$ cat src/rtl/performance_prog_avg_calc_pkg.sv
// ---------------------------------------------------------------------------
// performance_prog_avg_calc_pkg
// Shared definitions for the program-latency averaging block:
//   - state_e     : FSM state encoding (IDLE/DIV/DONE/WAIT)
//   - SLV_DATA_WD : slave register data width, default width of the cycle sum
// ---------------------------------------------------------------------------
package performance_prog_avg_calc_pkg;

    localparam int SLV_DATA_WD = 32;

    // Fixed encoding so the state value is stable for debug visibility.
    typedef enum logic [1:0] {
        ST_IDLE = 2'b00,
        ST_DIV  = 2'b01,
        ST_DONE = 2'b11,
        ST_WAIT = 2'b10
    } state_e;

endpackage

$ cat src/rtl/performance_prog_avg_calc_perf_seq_divider.sv
// ---------------------------------------------------------------------------
// perf_seq_divider
// Sequential restoring divider, one quotient bit per cycle, MSB first,
// exactly CNT_WD iteration cycles after the start cycle.
// Ports:
//   clk_i, rst_i      clock, synchronous active-high reset
//   start_i           load dividend/divisor and begin (divisor must be != 0)
//   dividend_i        CNT_WD-bit dividend
//   divisor_i         REQ_WD-bit divisor
//   done_o            high during the final iteration cycle; quotient_o and
//                     remainder_o are final from the following cycle on
//   quotient_o        CNT_WD-bit quotient (held until the next start)
//   remainder_o       REQ_WD+1-bit partial remainder (final remainder at end)
// ---------------------------------------------------------------------------
module perf_seq_divider #(
    parameter int CNT_WD = 32,
    parameter int REQ_WD = 10
) (
    input  logic              clk_i,
    input  logic              rst_i,
    input  logic              start_i,
    input  logic [CNT_WD-1:0] dividend_i,
    input  logic [REQ_WD-1:0] divisor_i,
    output logic              done_o,
    output logic [CNT_WD-1:0] quotient_o,
    output logic [REQ_WD:0]   remainder_o
);

    localparam int CW = $clog2(CNT_WD + 1);

    logic [CNT_WD-1:0] dvd_q;
    logic [REQ_WD-1:0] dvs_q;
    logic [REQ_WD:0]   rem_q;
    logic [CNT_WD-1:0] quo_q;
    logic [CW-1:0]     cnt_q;

    logic [REQ_WD:0]   rem_shift_d;
    logic [REQ_WD+1:0] diff_d;

    // The stored remainder is always below the divisor, so its top bit is
    // zero and dropping it before the shift loses nothing.
    // NOTE: always_comb assigns every output on every path, so no latch is inferred.
    always_comb begin
        rem_shift_d = {rem_q[REQ_WD-1:0], dvd_q[CNT_WD-1]};
        diff_d      = {1'b0, rem_shift_d} - {2'b00, dvs_q};
    end

    // NOTE: sequential state uses non-blocking assignments so every register samples pre-edge values.
    always_ff @(posedge clk_i) begin
        if (rst_i) begin
            dvd_q <= '0;
            dvs_q <= '0;
            rem_q <= '0;
            quo_q <= '0;
            cnt_q <= '0;
        end else if (start_i) begin
            dvd_q <= dividend_i;
            dvs_q <= divisor_i;
            rem_q <= '0;
            quo_q <= '0;
            cnt_q <= CW'(CNT_WD);
        end else if (cnt_q != '0) begin
            dvd_q <= dvd_q << 1;
            cnt_q <= cnt_q - CW'(1);
            // Sign bit of the trial difference: set means it went negative.
            if (!diff_d[REQ_WD+1]) begin
                rem_q <= diff_d[REQ_WD:0];
                quo_q <= {quo_q[CNT_WD-2:0], 1'b1};
            end else begin
                rem_q <= rem_shift_d;
                quo_q <= {quo_q[CNT_WD-2:0], 1'b0};
            end
        end
    end

    assign done_o      = (cnt_q == CW'(1));
    assign quotient_o  = quo_q;
    assign remainder_o = rem_q;

endmodule

$ cat src/rtl/performance_prog_avg_calc.sv
// ---------------------------------------------------------------------------
// performance_prog_avg_calc
// Consumes a frozen program-cycle sum and request count from the per-channel
// latency counter, computes the average latency with a sequential divider,
// publishes it to the register file and returns a copy-complete pulse.
// Optional build macro: PERF_AVG_ROUND_EN (round half up instead of truncate).
// Ports:
//   i_bus_clk, i_bus_rst   clock, synchronous active-high reset
//   i_prog_ready           counter snapshot available (level)
//   i_prog_cnt             accumulated program cycles (dividend)
//   i_prog_req_cnt         completed request count (divisor)
//   o_prog_cnt_cp_cmplt    one-cycle pulse: snapshot consumed
//   o_avg_lat              last average latency in bus cycles
//   o_avg_req_cnt          request count behind o_avg_lat
//   o_avg_valid            sticky new-result flag, cleared by i_avg_rd
//   i_avg_rd               host read strobe
//   o_busy                 FSM not in IDLE
// ---------------------------------------------------------------------------
module performance_prog_avg_calc
    import performance_prog_avg_calc_pkg::*;
#(
    parameter int CNT_WD = SLV_DATA_WD,
    parameter int REQ_WD = 10
) (
    input  logic              i_bus_clk,
    input  logic              i_bus_rst,
    input  logic              i_prog_ready,
    input  logic [CNT_WD-1:0] i_prog_cnt,
    input  logic [REQ_WD-1:0] i_prog_req_cnt,
    output logic              o_prog_cnt_cp_cmplt,
    output logic [CNT_WD-1:0] o_avg_lat,
    output logic [REQ_WD-1:0] o_avg_req_cnt,
    output logic              o_avg_valid,
    input  logic              i_avg_rd,
    output logic              o_busy
);

    state_e            state_q;
    logic [REQ_WD-1:0] req_q;
    logic              cp_cmplt_q;
    logic [CNT_WD-1:0] avg_lat_q;
    logic [REQ_WD-1:0] avg_req_q;
    logic              valid_q;

    logic              div_start;
    logic              div_done;
    logic [CNT_WD-1:0] div_quot;
    logic [REQ_WD:0]   div_rem;
    logic [CNT_WD-1:0] result_d;

    // A zero count bypasses the divider entirely.
    assign div_start = (state_q == ST_IDLE) && i_prog_ready && (i_prog_req_cnt != '0);

    perf_seq_divider #(
        .CNT_WD (CNT_WD),
        .REQ_WD (REQ_WD)
    ) u_div (
        .clk_i       (i_bus_clk),
        .rst_i       (i_bus_rst),
        .start_i     (div_start),
        .dividend_i  (i_prog_cnt),
        .divisor_i   (i_prog_req_cnt),
        .done_o      (div_done),
        .quotient_o  (div_quot),
        .remainder_o (div_rem)
    );

`ifdef PERF_AVG_ROUND_EN
    // Round half up; an all-ones quotient only occurs with divisor 1 and
    // remainder 0, so the increment cannot wrap.
    logic round_up;
    assign round_up = ({div_rem, 1'b0} >= {2'b00, req_q});
    assign result_d = (req_q == '0) ? '0 : div_quot + CNT_WD'(round_up);
`else
    logic unused_rem;
    assign unused_rem = ^div_rem;
    assign result_d   = (req_q == '0) ? '0 : div_quot;
`endif

    always_ff @(posedge i_bus_clk) begin
        if (i_bus_rst) begin
            state_q    <= ST_IDLE;
            req_q      <= '0;
            cp_cmplt_q <= 1'b0;
            avg_lat_q  <= '0;
            avg_req_q  <= '0;
            valid_q    <= 1'b0;
        end else begin
            cp_cmplt_q <= 1'b0;
            // Read clears; the DONE branch below overrides so set wins.
            if (i_avg_rd) begin
                valid_q <= 1'b0;
            end
            case (state_q)
                ST_IDLE: begin
                    if (i_prog_ready) begin
                        req_q <= i_prog_req_cnt;
                        if (i_prog_req_cnt == '0) begin
                            state_q    <= ST_DONE;
                            cp_cmplt_q <= 1'b1;
                        end else begin
                            state_q <= ST_DIV;
                        end
                    end
                end
                ST_DIV: begin
                    // Entering DONE raises the pulse so it is high for the DONE cycle.
                    if (div_done) begin
                        state_q    <= ST_DONE;
                        cp_cmplt_q <= 1'b1;
                    end
                end
                ST_DONE: begin
                    avg_lat_q <= result_d;
                    avg_req_q <= req_q;
                    valid_q   <= 1'b1;
                    state_q   <= ST_WAIT;
                end
                ST_WAIT: begin
                    // Upstream ready lags by two cycles; wait for it to drop.
                    if (!i_prog_ready) begin
                        state_q <= ST_IDLE;
                    end
                end
                default: state_q <= ST_IDLE;
            endcase
        end
    end

    assign o_prog_cnt_cp_cmplt = cp_cmplt_q;
    assign o_avg_lat           = avg_lat_q;
    assign o_avg_req_cnt       = avg_req_q;
    assign o_avg_valid         = valid_q;
    assign o_busy              = (state_q != ST_IDLE);

endmodule
$ cat config.mk
export PLATFORM = sky130hd
export DESIGN_NAME = performance_prog_avg_calc
export DESIGN_NICKNAME = d
export VERILOG_FILES = /design/src/rtl/performance_prog_avg_calc_pkg.sv /design/src/rtl/performance_prog_avg_calc_perf_seq_divider.sv /design/src/rtl/performance_prog_avg_calc.sv
export SDC_FILE = /design/constraint.sdc
export NUM_CORES = 1
export LEC_CHECK = 0
export CAP_MARGIN = 5
export CORE_MARGIN = 4
export CORE_UTILIZATION = 40
export CTS_BUF_LIST = sky130_fd_sc_hd__clkbuf_4
export CTS_CLUSTER_SIZE = 14
export DETAILED_ROUTE_END_ITERATION = 12
export SLEW_MARGIN = 30
export SYNTH_ARGS = -nofsm -noshare
export SYNTH_HDL_FRONTEND = slang
export SYNTH_HIERARCHICAL = 1
export SYNTH_SLANG_ARGS = --single-unit
$ cat constraint.sdc
create_clock -name i_bus_clk -period 2.7 [get_ports i_bus_clk]
set_clock_uncertainty 0.1 [all_clocks]
set_input_delay 0.27 -clock i_bus_clk [delete_from_list [all_inputs] [get_ports i_bus_clk]]
set_output_delay 0.27 -clock i_bus_clk [all_outputs]
set_load 0.005 [all_outputs]
==> results.json <==
{
  "status": "completed",
  "h-tree-depth": 4,
  "layout.nets": 832,
  "ant_nets": 0,
  "areaGrowthSynthToFinish_pct": 21.07,
  "arrival_ns": 2.70,
  "cp-start-kind": "flop",
  "cp-end-kind": "flop",
  "place_area_um2": 6955,
  "drc": 0,
  "worstPathCellList": "inv_1 > ha_1 > nand3_1 > nand2b_1 > and4_1 > a21bo_1 > mux2_4 > o21ai_2",
  "slew_violations": 0,
  "fp.dieH_um": 129.9,
  "hpwl_um": 8936,
  "cts-root-buf": "clkbuf_4",
  "crit_fanout": 8,
  "ir_drop_mv": 0.5598,
  "synth_nets": 758,
  "vias": 4868,
  "drive_above_1_share_pct": 7.761,
  "cts_tree": "yes",
  "dieArea_um2": 16880,
  "rows": 44,
  "dr.pass1.iters": 4,
  "cts_hold_buf": 0,
  "io_pins": 91,
  "port_buffers": 90,
  "dp.cells": 938,
  "numCtsBuffers": 17,
  "grt_overflow": 0,
  "whs_ns": 0.06104,
  "setup_viol": 0,
  "period_minus_slack_ns": 2.329,
  "initial_utilization_pct": 40.90,
  "slowest_stage": "a21bo_1",
  "mostFrequentLayoutCell": "nand2_1",
  "cts_setup_buffers": 0,
  "yosysWarnings": 6,
  "grt_max_degree": 75,
  "clock_latency_ns": 0.53,
  "routed_via_density": 5.019,
  "track_usage_pct": 15.77,
  "power_mw": 5.665,
  "ctsLongestPathBuffers": 2,
  "worstMarginPinSlew_ns": 0.7505,
  "wirelength_um": 12920,
  "hp-class": "in -> reg",
  "wl_per_cell_um": 13.32,
  "cap_violations": 0,
  "setup_tns_ns": 0,
  "place_congestion": 0.8340,
  "period_share_pct": 86.26,
  "powerDensity_nw_per_um2": 787.1,
  "die_x_um": 129.9,
  "antenna_cells": 0,
  "p_leak_nw": 2.613,
  "grt_pass1_vias": 4715,
  "drtIter0Drc": 285,
  "clock_sinks": 146,
  "slowest_delay_ns": 0.44,
  "syn_inst": 699,
  "core-area_um2": 14530,
  "antenna_found_initial": 0,
  "fin_cells": 970,
  "cts_resized": 0,
  "critical_path.top_delay_family": "compound AO/OA/AOI/OAI gates",
  "path_clk_slew_ns": 0.13,
  "clock.fmax_mhz": 429.4,
  "final_area_um2": 7197,
  "syn_area_um2": 5944,
  "path_class": "reg -> reg",
  "synth.avg_cell_area_um2": 8.504,
  "rsz0062_at_grt": "false",
  "final_cell_mix": "152 x nand2_1, 146 x dfxtp_1, 118 x a21oi_1, 89 x clkdlybuf4s50_1, 67 x nor2_1",
  "required_ns": 3.07,
  "cp.buffers_inverters": 1,
  "grt_pass1_wl_um": 21630,
  "maxSlewHeadroom_pct": 49.97,
  "hold_viol_final": 0
}
## layout make-up
type                       instances  area, µm²
tap                              184      230.2
fill                            1439       7337
multi-input combinational        488       2729
clock buffer                      18      135.1
timing repair buffer             104       1013
sequential                       146       2923
clock inverter                    14      106.4
inverter                          16      60.06
## stage by stage
| stage | setup slack (ns) | utilization, % |
|---|---|---|
| after global routing | 0.2453 | 49.52 |
| after CTS | 0.3518 | 49.52 |
| after global placement | 0.1850 | 47.86 |
| after detailed placement | 0.1109 | 47.86 |
| final | 0.3711 | 49.52 |
| after floorplan | 0.5630 | - |
## sequential cells by signal, indices dropped and copies added, names as in the netlist
register and flops:
o_avg_lat 32, u_div/dvd_q 32, u_div/quotient_o 32, o_avg_req_cnt 10, req_q 10, u_div/dvs_q 10, u_div/remainder_o 10, u_div/cnt_q 6
state_q 2, o_avg_valid 1, o_prog_cnt_cp_cmplt 1
## power breakdown
group | switching, mW | total, mW | internal, mW
Clock | 0.816 | 1.20 | 0.387
Sequential | 0.128 | 2.46 | 2.33
Combinational | 1.26 | 2.00 | 0.741
Total | 2.20 | 5.66 | 3.46
## worst paths after layout
path | startpoint | endpoint | slack [ns] | depth (start not counted)
worst max-delay path | u_div/dvs_q[9] | u_div/remainder_o[0] | 0.37 | 8
worst min-delay path | i_bus_rst | u_div/dvs_q[4] | 0.06 | 2
worst max register to register | u_div/dvs_q[9] | u_div/remainder_o[0] | 0.37 | 8
worst min register to register | o_avg_req_cnt[6] | o_avg_req_cnt[6] | 0.37 | 2
## routing by layer
metal  GRT usage (%)  wire length [µm]  up-vias
li1                -                 -     2513
met1           20.61              5968     2230
met2           25.17              6166      111
met3           4.339               643       14
met4           5.562               138        0
met5               0                 0        -
Power figures use the tool's default switching activity.
